**src/rtl/exe_result_buffer_w15.sv**
```systemverilog
// exe_result_buffer_w15: result/status FIFO behind exe_unit_w15
// with a saturating error counter and a sticky error flag.
module exe_result_buffer_w15 #(
    parameter int ARG_BYTES = 4,
    parameter int DEPTH     = 4,
    parameter int CNT_W     = 8
) (
    input  logic                       i_clk,
    input  logic                       i_rsn,
    input  logic                       i_valid,
    input  logic [ARG_BYTES-1:0]       i_result,
    input  logic [2:0]                 i_status,
    output logic                       o_ready,
    output logic                       o_valid,
    output logic [ARG_BYTES-1:0]       o_result,
    output logic [2:0]                 o_status,
    input  logic                       i_ready,
    input  logic                       i_clr,
    output logic [$clog2(DEPTH):0]     o_count,
    output logic [CNT_W-1:0]           o_err_cnt,
    output logic                       o_err_seen
);

    localparam int PW = $clog2(DEPTH);
    localparam int CW = PW + 1;

    logic [ARG_BYTES-1:0] r_res [DEPTH];
    logic [2:0]           r_sts [DEPTH];
    logic [PW-1:0]        r_rd_ptr;
    logic [PW-1:0]        r_wr_ptr;
    logic [CW-1:0]        r_count;
    logic [CNT_W-1:0]     r_err_cnt;
    logic                 r_err_seen;

    logic w_push;
    logic w_pop;
    logic w_err;

    // Handshake decode; ready/valid depend only on the registered count.
    always_comb begin
        o_ready = (r_count != CW'(DEPTH));
        o_valid = (r_count != '0);
        w_push  = i_valid & o_ready;
        w_pop   = o_valid & i_ready;
        w_err   = w_push & (i_status != 3'b000);
    end

    // Head entry, forced to zero while the buffer is empty.
    always_comb begin
        o_result = '0;
        o_status = '0;
        if (o_valid) begin
            o_result = r_res[r_rd_ptr];
            o_status = r_sts[r_rd_ptr];
        end
    end

    // Entry storage written at the tail on every accepted push.
    always_ff @(posedge i_clk or negedge i_rsn) begin
        if (!i_rsn) begin
            for (int i = 0; i < DEPTH; i++) begin
                r_res[i] <= '0;
                r_sts[i] <= '0;
            end
        end else if (w_push) begin
            r_res[r_wr_ptr] <= i_result;
            r_sts[r_wr_ptr] <= i_status;
        end
    end

    // Pointers wrap naturally modulo DEPTH; count tracks occupancy.
    always_ff @(posedge i_clk or negedge i_rsn) begin
        if (!i_rsn) begin
            r_rd_ptr <= '0;
            r_wr_ptr <= '0;
            r_count  <= '0;
        end else begin
            if (w_push)
                r_wr_ptr <= r_wr_ptr + 1'b1;
            if (w_pop)
                r_rd_ptr <= r_rd_ptr + 1'b1;
            if (w_push && !w_pop)
                r_count <= r_count + 1'b1;
            else if (w_pop && !w_push)
                r_count <= r_count - 1'b1;
        end
    end

    // Error tracking; clear takes priority over a same-cycle error push.
    always_ff @(posedge i_clk or negedge i_rsn) begin
        if (!i_rsn) begin
            r_err_cnt  <= '0;
            r_err_seen <= 1'b0;
        end else if (i_clr) begin
            r_err_cnt  <= '0;
            r_err_seen <= 1'b0;
        end else if (w_err) begin
            r_err_seen <= 1'b1;
            if (r_err_cnt != '1)
                r_err_cnt <= r_err_cnt + 1'b1;
        end
    end

    assign o_count    = r_count;
    assign o_err_cnt  = r_err_cnt;
    assign o_err_seen = r_err_seen;

endmodule

```
**config.mk**
```make
export PLATFORM = sky130hd
export DESIGN_NAME = exe_result_buffer_w15
export DESIGN_NICKNAME = d
export VERILOG_FILES = /design/src/rtl/exe_result_buffer_w15.sv
export SDC_FILE = /design/constraint.sdc
export NUM_CORES = 1
export LEC_CHECK = 0
export ABC_CLOCK_PERIOD_IN_PS = 3400
export CAP_MARGIN = 20
export CORE_ASPECT_RATIO = 0.75
export CORE_UTILIZATION = 54
export CTS_CLUSTER_DIAMETER = 200
export DETAILED_ROUTE_END_ITERATION = 7
export GPL_ROUTABILITY_DRIVEN = 0
export PLACE_DENSITY = 0.79
export SLEW_MARGIN = 20
export SYNTH_ARGS = -nofsm -noshare
export SYNTH_HDL_FRONTEND = slang
export SYNTH_SLANG_ARGS = --single-unit
```
**constraint.sdc**
```tcl
create_clock -name i_clk -period 3.4 [get_ports i_clk]
set_clock_uncertainty 0.2 [all_clocks]
set_input_delay 0.68 -clock i_clk [delete_from_list [all_inputs] [get_ports i_clk]]
set_output_delay 0.68 -clock i_clk [all_outputs]
set_load 0.005 [all_outputs]
```
==> metrics.yaml, run 1 <==
route:
  wire_per_inst_microns: 19.38
  wl_met3_microns: 260
  first_pass_iters: 4
  drt.antenna.violating_nets: 0
  dr.max_layer_used: "met4"
  route.met2.wl_microns: 2322
  drc: 0
  vias_per_cell: 5.827
  first_iter_violations: 108
  wl_met1_microns: 2149
  dr_total_vias: 1445
  finalWirelength_microns: 4805
sta:
  worst_slack_ns: 0.3540
  clock.fmax_mhz: 328.3
  slew_viol_final: 0
  setup_viol: 0
  fin_setup_tns_ns: 0
  relSlewSlack: 0.3581
  fin_hold_ws_ns: 0.3105
  tightestPinTransition_ns: 0.9628
  finalCritPeriodShare: 0.8959
  period_needed_ns: 3.046
  rsz0062_at_grt: "false"
  hold_viol: 0
global_route:
  grt_pass1_vias: 1531
  track_usage: 0.2391
  grt_first_pass_wirelength_microns: 7790
  grt_overflow_total: 0
  grt_max_degree: 45
  antenna_found_initial: 0
clock_network:
  postCtsHoldBufs: 0
  cts_made_buffers: 5
  cts_tree: "done"
  clock-sinks: 44
  root_buffer: "clkbuf_8"
  htree_levels: 2
  clkTransAtPathRegs_ns: 0.08
  cts.path.max_buffers: 2
  clkLatencyLatePin_ns: 0.30
  postCtsResizedCells: 0
  postCtsSetupRepairBufs: 0
pwr:
  max-vdd-ir-drop_mv: 0.4944
  powerDensity_nw_per_um2: 894.4
  power.leakage_nw: 1.199
logic_synthesis:
  synth_xor_area_frac: 0.02263
  syn-cell-area_sq_um: 2322
  yosys.area_share.simple: 0.1148
  synthAdderAreaFrac: 0.04095
  synth_cells: 161
  synth_top_family_by_area: "multiplexers"
  synth-compound-area-share: 0.06196
  postSynthAreaPerCell_sq_um: 14.42
  synth_nets: 180
  ys_ff_latch: 44
  yosysWarningCount: 0
  ys_seq_area_frac: 0.4741
  synth_cell_types: 33
  synth_mux_area_frac: 0.2538
layout:
  final_nets: 212
  final_util: 0.6709
  final_common_cell: "dfrtp_1"
  final.fill_count: 288
  final_cell_mix: "dfrtp_1, clkdlybuf4s50_1, mux2_4"
  syn2layout_area_growth_pct: 17.83
  antenna_cells: 0
  drive_gt1_frac: 0.2746
run:
  cap_violations: 0
place:
  dpl.hpwl_microns: 3354
  port_buffers: 32
  pre_cts_ws_ns: 0.3965
floorplan:
  io_pins: 33
  dieWidth_microns: 77.72
  fp.dieH_microns: 58.79
  num_rows: 20
  start_util: 0.5693
  core_area_sq_um: 4079
  dieArea_sq_um: 4569
worst_hold_path:
  min_path_type: "reg -> reg"
worst_setup_path:
  end_kind: "output pin"
  cp_max_fo: 9
  start_kind: "flop"
  cp.required_ns: 2.52
  worstPathArrival_ns: 2.17
  worst-setup-path-type: "reg -> out"
run_status:
  outcome: "complete, no violations"
## worst paths after layout
| path | startpoint | to | slack (ns) | cells after the start |
|---|---|---|---|---|
| setup / recovery | r_rd_ptr[0] | o_status[1] | 0.35 | 3 |
| hold / removal | r_sts[4] | r_sts[4] | 0.31 | 1 |
| setup reg to reg | o_count[2] | o_count[2] | 0.75 | 8 |
| hold reg to reg | r_sts[4] | r_sts[4] | 0.31 | 1 |
| max in group asynchronous | i_rsn | r_sts[4] | 2.07 | 1 |
| min in group asynchronous | i_rsn | o_count[0] | 0.33 | 1 |
## layout make-up
class                      instances  area (sq um)  area share
clock buffer                       6         72.57     0.02652
inverter                           7         26.28    0.009602
clock inverter                     1         5.005    0.001829
multi-input combinational        103          1147      0.4193
tap                               55         68.82     0.02515
timing repair buffer              32         315.3      0.1152
sequential                        44          1101      0.4024
## through the flow
step / cells / total power, mW / area [sq um]
2_1_floorplan: 161 / 1.730 / 2322
3_3_place_gp: 241 / 2.069 / 2659
3_5_place_dp: 241 / 2.147 / 2659
4_1_cts: 248 / 2.462 / 2736
5_1_grt: 248 / 2.590 / 2736
6_report: 248 / 2.447 / 2736
## sequential cells by signal (all words and copies together) (netlist names)
register / cells
o_count: 3
o_err_cnt: 8
o_err_seen: 1
r_rd_ptr: 2
r_res: 16
r_sts: 12
r_wr_ptr: 2
## report_power, final
part	switching (mW)	internal [mW]
Combinational	0.392	0.790
Sequential	0.208	0.747
Clock	0.171	0.140
Total	0.771	1.68
## worst max-delay path: stages, from the launching register on
cell,delay [ns]
dfrtp_1,0.69
mux4_2,0.57
and2_1,0.17
clkdlybuf4s50_1,0.44
## cell families after synthesis
kind of cell               after synthesis
buffers and inverters                   14
AOI/OAI and AO/OA                       20
muxes                                   36
DFF                                     44
adders and majority gates                7
xor gates and xnor gates                 6
and+or+nand+nor                         34
## cell usage after synthesis
| cell | number | share of area |
|---|---|---|
| nand3_1 | 5 | 0.011 |
| nand2_8 | 4 | 0.034 |
| buf_2 | 1 | 0.0022 |
| dfrtp_1 | 44 | 0.47 |
| a21oi_1 | 7 | 0.015 |
| mux4_2 | 7 | 0.068 |
| and3_1 | 1 | 0.0027 |
| or3b_2 | 1 | 0.0038 |
| and2_4 | 1 | 0.0038 |
| or3_1 | 2 | 0.0054 |
| o311ai_0 | 2 | 0.0075 |
| xor2_1 | 2 | 0.0075 |
| or4_1 | 3 | 0.0097 |
| nand4_1 | 3 | 0.0081 |
| clkbuf_1 | 4 | 0.0065 |
| o41ai_1 | 2 | 0.0075 |
| ha_1 | 6 | 0.032 |
| nor2_1 | 2 | 0.0032 |
| o21ai_0 | 5 | 0.011 |
| or3b_4 | 1 | 0.0048 |
| or2_2 | 1 | 0.0027 |
| mux2_2 | 1 | 0.0048 |
| buf_4 | 1 | 0.0032 |
| fa_1 | 1 | 0.0086 |
| and2_1 | 7 | 0.019 |
| inv_1 | 7 | 0.011 |
| o31ai_1 | 3 | 0.0097 |
| xnor2_1 | 4 | 0.015 |
| o311ai_4 | 1 | 0.011 |
| buf_12 | 1 | 0.0086 |
| or3_2 | 1 | 0.0032 |
| mux2_4 | 28 | 0.18 |
| nand2_1 | 2 | 0.0032 |
## routing by layer
| metal | global-route usage | up-vias |
|---|---|---|
| li1 | - | 649 |
| met5 | 0 | - |
| met4 | 0.08895 | 0 |
| met3 | 0.06202 | 8 |
| met1 | 0.3053 | 747 |
| met2 | 0.3995 | 41 |
Note: power is estimated with default switching activity, not from simulation.
==> inputs of run 2 (changes only) <==
--- a/config.mk
+++ b/config.mk
@@ -12,6 +12,7 @@
 export CTS_CLUSTER_DIAMETER = 200
 export DETAILED_ROUTE_END_ITERATION = 7
 export GPL_ROUTABILITY_DRIVEN = 0
+export GPL_TIMING_DRIVEN = 0
 export PLACE_DENSITY = 0.79
 export SLEW_MARGIN = 20
 export SYNTH_ARGS = -nofsm -noshare
==> run 2 against run 1 <==
- routed wire length is 1.6% lower
- first-iteration DRC count up 15%
- non-clock buffer count grew 7
- sequential cell count stayed put
- critical path depth increased by 1
- critical path type unchanged
- highest routed layer unchanged
==> metrics.yaml, run 2 (same netlist as run 1, synthesis figures left out) <==
global_route:
  grt_overflow_total: 0  # unchanged
  track_usage: 0.2352  # was 0.2391
  grt_first_pass_wirelength_microns: 7859  # was 7790 microns
  antenna_found_initial: 0  # unchanged
  grt_max_degree: 31  # was 45
  grt_pass1_vias: 1521  # was 1,531
floorplan:
  fp.dieH_microns: 58.79  # unchanged
  start_util: 0.5693  # unchanged
  core_area_sq_um: 4079  # unchanged
  dieArea_sq_um: 4569  # unchanged
  io_pins: 33  # unchanged
  dieWidth_microns: 77.72  # unchanged
  num_rows: 20  # unchanged
pwr:
  powerDensity_nw_per_um2: 887.3  # was 894.4 nW/um^2
  max-vdd-ir-drop_mv: 0.5558  # was 0.4944 mV
  power.leakage_nw: 1.231  # was 1.199 nW
  p_seq_frac: 0.360  # was 0.390
  combPwrFrac: 0.503  # was 0.483
  power_frac_clock: 0.137  # was 0.127
  p_sw_frac: 0.3076  # was 0.3150
  internal_power_mw: 1.726  # was 1.676 mW
  p_switching_mw: 0.7671  # was 0.7709 mW
sta:
  fin_setup_tns_ns: 0  # unchanged
  relSlewSlack: 0.6395  # was 0.3581
  finalCritPeriodShare: 0.8817  # was 0.8959
  tightestPinTransition_ns: 0.5408  # was 0.9628 ns
  hold_viol: 0  # unchanged
  period_needed_ns: 2.998  # was 3.046 ns
  rsz0062_at_grt: "false"  # unchanged
  setup_viol: 0  # unchanged
  slew_viol_final: 0  # unchanged
  clock.fmax_mhz: 333.6  # was 328.3 MHz
layout:
  final.fill_count: 287  # was 288
  regMostFlops: "r_res"  # unchanged
  instances_no_fill: 256  # was 248
  syn2layout_area_growth_pct: 21.01  # was 17.83%
  final_common_cell: "dfrtp_1"  # unchanged
  drive_gt1_frac: 0.2886  # was 0.2746
  largest_register_ffs: 16  # unchanged
  final_util: 0.6890  # was 0.6709
  final_cell_mix: "dfrtp_1, clkdlybuf4s50_1, mux2_4"  # unchanged
  final_nets: 219  # was 212
  antenna_cells: 0  # unchanged
route:
  drc: 0  # unchanged
  finalWirelength_microns: 4730  # was 4805 microns
  wire_per_inst_microns: 18.48  # was 19.38 microns
  first_iter_violations: 124  # was 108
  drt.antenna.violating_nets: 0  # unchanged
  first_pass_iters: 4  # unchanged
  dr_total_vias: 1491  # was 1,445
  vias_per_cell: 5.824  # was 5.827
worst_setup_path:
  cpPeakStageDelay_ns: 0.48  # was 0.69 ns
  cp.required_ns: 2.52  # about the same
  reg2reg_depth: 9  # was 8
  start_kind: "flop"  # unchanged
  worst-setup-path-type: "reg -> out"  # unchanged
  end_kind: "output pin"  # unchanged
  cp_max_fo: 10  # was 9
  cp_slowest_cell: "or3_2"  # was dfrtp_1
  cp_cell_sequence: "or3_2 -> clkbuf_1 -> and2_1 -> clkdlybuf4s50_1"  # was mux4_2 -> and2_1 -> clkdlybuf4s50_1
  worstPathArrival_ns: 2.12  # was 2.17 ns
clock_network:
  postCtsHoldBufs: 0  # unchanged
  cts.path.max_buffers: 2  # unchanged
  cts_tree: "done"  # unchanged
  postCtsResizedCells: 0  # unchanged
  postCtsSetupRepairBufs: 0  # unchanged
  clkTransAtPathRegs_ns: 0.08  # about the same
  root_buffer: "clkbuf_8"  # unchanged
  clkLatencyLatePin_ns: 0.29  # was 0.30 ns
  clock-sinks: 44  # unchanged
  cts_made_buffers: 5  # unchanged
  htree_levels: 2  # unchanged
worst_hold_path:
  min_path_type: "in -> async"  # was reg -> reg
place:
  place_inst: 248  # was 241
  dpl.hpwl_microns: 3356  # was 3354 microns
  port_buffers: 31  # was 32
run_status:
  outcome: "complete, no violations"  # unchanged
run:
  cap_violations: 0  # unchanged
run 2: changes by cell type in the layout (fill, tap and decap cells not counted):
cell / change
buf_4: +1
clkdlybuf4s50_1: -1
clkinv_2: -1
clkbuf_8: +1
clkinvlp_4: +1
buf_12: +2
buf_2: +1
clkbuf_1: +4
run 2: critical path: cells and delay by family, from the launching register on:
family                 cells  cell delay (ns)
and+or+nand+nor            2             0.70
DFF                        1             0.42
buffers and inverters      2             0.70
run 2: final cells by class:
| type | instances | area (sq um) | share of cell area |
|---|---|---|---|
| flip-flops and latches | 44 | 1101 | 0.3918 |
| multi-input cells | 103 | 1147 | 0.4083 |
| clock buffers | 7 | 86.33 | 0.03072 |
| clock inverters | 1 | 7.507 | 0.002671 |
| inverters | 7 | 26.28 | 0.009350 |
| repair buffers | 32 | 325.3 | 0.1158 |
| plain buffers | 7 | 47.55 | 0.01692 |
| well taps | 55 | 68.82 | 0.02449 |
run 2: metal layers:
| layer | vias to the layer above | routed length (microns) | part of all wire | track usage |
|---|---|---|---|---|
| li1 | 668 | - | - | - |
| met1 | 771 | 2204 | 0.47 | 0.3258 |
| met2 | 43 | 2311 | 0.49 | 0.3805 |
| met3 | 9 | 156 | 0.033 | 0.04341 |
| met4 | 0 | 58 | 0.012 | 0.07817 |
| met5 | - | 0 | 0 | 0 |
run 2: worst paths after layout:
path / startpoint / to / slack, ns
min in group i_clk: r_sts[0] / r_sts[0] / 0.31
max in group asynchronous: i_rsn / r_res[1] / 2.43
setup / recovery: o_count[2] / o_result[1] / 0.40
hold reg to reg: r_sts[0] / r_sts[0] / 0.31
setup reg to reg: o_count[2] / o_count[2] / 0.68
hold / removal: i_rsn / r_res[2] / 0.09
run 2: metrics by stage:
stage	area, sq um	total power [mW]	setup WS, ns	hold slack (ns)
2_1_floorplan	2322	1.730	0.9775	0.1844
3_3_place_gp	2701	2.097	0.3652	0.2877
3_5_place_dp	2716	2.169	0.4483	0.2915
4_1_cts	2810	2.519	0.3665	0.08186
5_1_grt	2810	2.651	0.2984	0.09176
6_report	2810	2.494	0.4022	0.09024
run 2: power by group through the flow:
stage               Sequential, mW  Combinational, mW  Clock (mW)
floorplan                    0.854              0.875           0
global placement             0.876               1.22           0
detailed placement           0.903               1.27           0
CTS                          0.895               1.27       0.350
global route                 0.923               1.36       0.373
finish                       0.897               1.26       0.341
==> inputs of run 3 (changes only) <==
==> constraint.sdc (replaced) <==
create_clock -name i_clk -period 3.4 [get_ports i_clk]
set_clock_uncertainty 0.2 [all_clocks]
set_input_delay 0.34 -clock i_clk [delete_from_list [all_inputs] [get_ports i_clk]]
set_output_delay 0.34 -clock i_clk [all_outputs]
set_load 0.005 [all_outputs]
==> run 3 against run 2 <==
- count of clock-buffer cells in the layout unchanged
- first-iteration DRC count decreased by 4.0%
- critical path depth increased by 5
==> metrics.yaml, run 3 (same netlist as run 1, synthesis figures left out) <==
sta:
  fin_setup_tns_ns: 0  # unchanged
  clock.fmax_mhz: 368.2  # was 333.6 MHz
  period_needed_ns: 2.716  # was 2.998 ns
  rsz0062_at_grt: "false"  # unchanged
  relSlewSlack: 0.6395  # about the same
  hold_viol: 0  # unchanged
  tightestPinTransition_ns: 0.5408  # about the same
  slew_viol_final: 0  # unchanged
  finalCritPeriodShare: 0.7988  # was 0.8817
  setup_viol: 0  # unchanged
worst_setup_path:
  crit_family: "simple AND/OR/NAND/NOR gates"  # unchanged
  r2r_start: "o_count[2]"  # unchanged
  start_kind: "flop"  # unchanged
  crit_buf_inv: 2  # unchanged
  worst-setup-path-type: "reg -> reg"  # was reg -> out
  cp_max_fo: 10  # unchanged
  end_kind: "flop"  # was output pin
  cpPeakStageDelay_ns: 0.48  # about the same
  rrSetupSlack_ns: 0.68  # about the same
  r2r_end: "o_count[2]"  # unchanged
  worstPathArrival_ns: 2.74  # was 2.12 ns
  crit_top_cell: "xor2_1"
  cp_slowest_cell: "or3_2"  # unchanged
  cp_cell_sequence: "or3_2 -> clkbuf_1 -> nand2_1 -> ha_1 -> inv_1 -> fa_1 -> xor2_1 -> nor2_1 -> xor2_1"  # was or3_2 -> clkbuf_1 -> and2_1 -> clkdlybuf4s50_1
  cp.required_ns: 3.42  # was 2.52 ns
  reg2reg_depth: 9  # unchanged
floorplan:
  dieArea_sq_um: 4569  # unchanged
  dieWidth_microns: 77.72  # unchanged
  fp.dieH_microns: 58.79  # unchanged
  num_rows: 20  # unchanged
  start_util: 0.5693  # unchanged
  core_area_sq_um: 4079  # unchanged
  io_pins: 33  # unchanged
layout:
  final_common_cell: "dfrtp_1"  # unchanged
  syn2layout_area_growth_pct: 21.44  # was 21.01%
  regMostFlops: "r_res"  # unchanged
  largest_register_ffs: 16  # unchanged
  multi_input_area_sq_um: 1147  # unchanged
  final_nets: 220  # was 219
  final_cell_mix: "dfrtp_1, clkdlybuf4s50_1, mux2_4"  # unchanged
  drive_gt1_frac: 0.2871  # was 0.2886
  antenna_cells: 0  # unchanged
  design_area_sq_um: 2820  # was 2810 sq um
  instances_no_fill: 257  # was 256
  register_area_sq_um: 1101  # unchanged
  final.fill_count: 288  # was 287
route:
  wire_per_inst_microns: 18.53  # was 18.48 microns
  dr_total_vias: 1492  # was 1,491
  drt.antenna.violating_nets: 0  # unchanged
  vias_per_cell: 5.805  # was 5.824
  wl_met3_microns: 167  # was 156 microns
  wl_met1_microns: 2212  # was 2204 microns
  route.met2.wl_microns: 2319  # was 2311 microns
  first_pass_iters: 4  # unchanged
  first_iter_violations: 119  # was 124
  dr.max_layer_used: "met4"  # unchanged
  finalWirelength_microns: 4761  # was 4730 microns
  drc: 0  # unchanged
worst_hold_path:
  hold_end: "o_err_cnt[5]"
  min_path_type: "in -> reg"  # was in -> async
  worstHoldStart: "i_clr"
  min_path_cells: 2
pwr:
  combPwrFrac: 0.503  # about the same
  powerDensity_nw_per_um2: 884.5  # was 887.3 nW/um^2
  p_sw_frac: 0.3076  # about the same
  power_frac_clock: 0.137  # about the same
  p_seq_frac: 0.359  # was 0.360
  power.leakage_nw: 1.235  # was 1.231 nW
  internal_power_mw: 1.727  # was 1.726 mW
  p_switching_mw: 0.7672  # was 0.7671 mW
  max-vdd-ir-drop_mv: 0.5556  # was 0.5558 mV
global_route:
  grt_first_pass_wirelength_microns: 7872  # was 7859 microns
  track_usage: 0.2355  # was 0.2352
  grt_pass1_vias: 1522  # was 1,521
  grt_max_degree: 31  # unchanged
  grt_overflow_total: 0  # unchanged
  antenna_found_initial: 0  # unchanged
place:
  dpl.hpwl_microns: 3356  # unchanged
  place_inst: 248  # unchanged
  port_buffers: 31  # unchanged
  dpl_cell_area_sq_um: 2716  # unchanged
clock_network:
  postCtsHoldBufs: 1  # was 0
  postCtsSetupRepairBufs: 0  # unchanged
  cts_tree: "done"  # unchanged
  postCtsResizedCells: 0  # unchanged
  clock-sinks: 44  # unchanged
  htree_levels: 2  # unchanged
  cts.path.max_buffers: 2  # unchanged
  clkTransAtPathRegs_ns: 0.08  # about the same
  root_buffer: "clkbuf_8"  # unchanged
  cts_made_buffers: 5  # unchanged
  clkLatencyLatePin_ns: 0.29  # about the same
run:
  cap_violations: 0  # unchanged
run_status:
  outcome: "complete, no violations"  # unchanged
[run 3: changes by cell type in the layout (fill, tap and decap cells not counted), sizes merged]
cell         change
dlygate4sd3      +1
[run 3: power groups by stage]
stage	clock, mW	sequential (mW)	combinational (mW)
6_report	0.342	0.897	1.26
5_1_grt	0.373	0.923	1.36
4_1_cts	0.350	0.895	1.27
3_5_place_dp	0	0.903	1.27
3_3_place_gp	0	0.876	1.22
2_1_floorplan	0	0.854	0.875
[run 3: area by class of cell]
class / count / area share
sequential: 44 / 0.3904
timing repair buffer: 33 / 0.1189
inverter: 7 / 0.009317
buffer: 7 / 0.01686
clock buffer: 7 / 0.03061
multi-input combinational: 103 / 0.4068
clock inverter: 1 / 0.002662
tap: 55 / 0.02440
[run 3: metrics by stage]
step                      power [mW]  utilization  hold WS (ns)  worst slack (ns)
after global placement         2.097       0.6623        0.2877            0.7052
after CTS                      2.520       0.6914        0.2275            0.6412
after floorplan                1.730            -       -0.1556            0.9775
after global routing           2.652       0.6914        0.2762            0.4905
after detailed placement       2.169       0.6660       0.06998            0.6817
final                          2.494       0.6914        0.2482            0.6841
[run 3: how the worst max path moves through the flow]
stage                     from  cells after the start    endpoint
CTS                 o_count[2]                      9  o_count[2]
global route        o_count[2]                      9  o_count[2]
floorplan           o_count[1]                      7  o_count[1]
finish              o_count[2]                      9  o_count[2]
detailed placement  o_count[2]                      9  o_count[2]
global placement         i_rsn                      1   r_res[15]
[run 3: routing by layer]
layer	track usage	vias up
li1	-	670
met5	0	-
met3	0.04341	11
met2	0.3805	45
met1	0.3268	766
met4	0.07817	0
[run 3: worst register-to-register path, cell delays in order (launching register included)]
cell and delay [ns]:
dfrtp_1 0.42, or3_2 0.48, clkbuf_1 0.26, nand2_1 0.18, ha_1 0.22, inv_1 0.07
fa_1 0.37, xor2_1 0.17, nor2_1 0.12, xor2_1 0.15
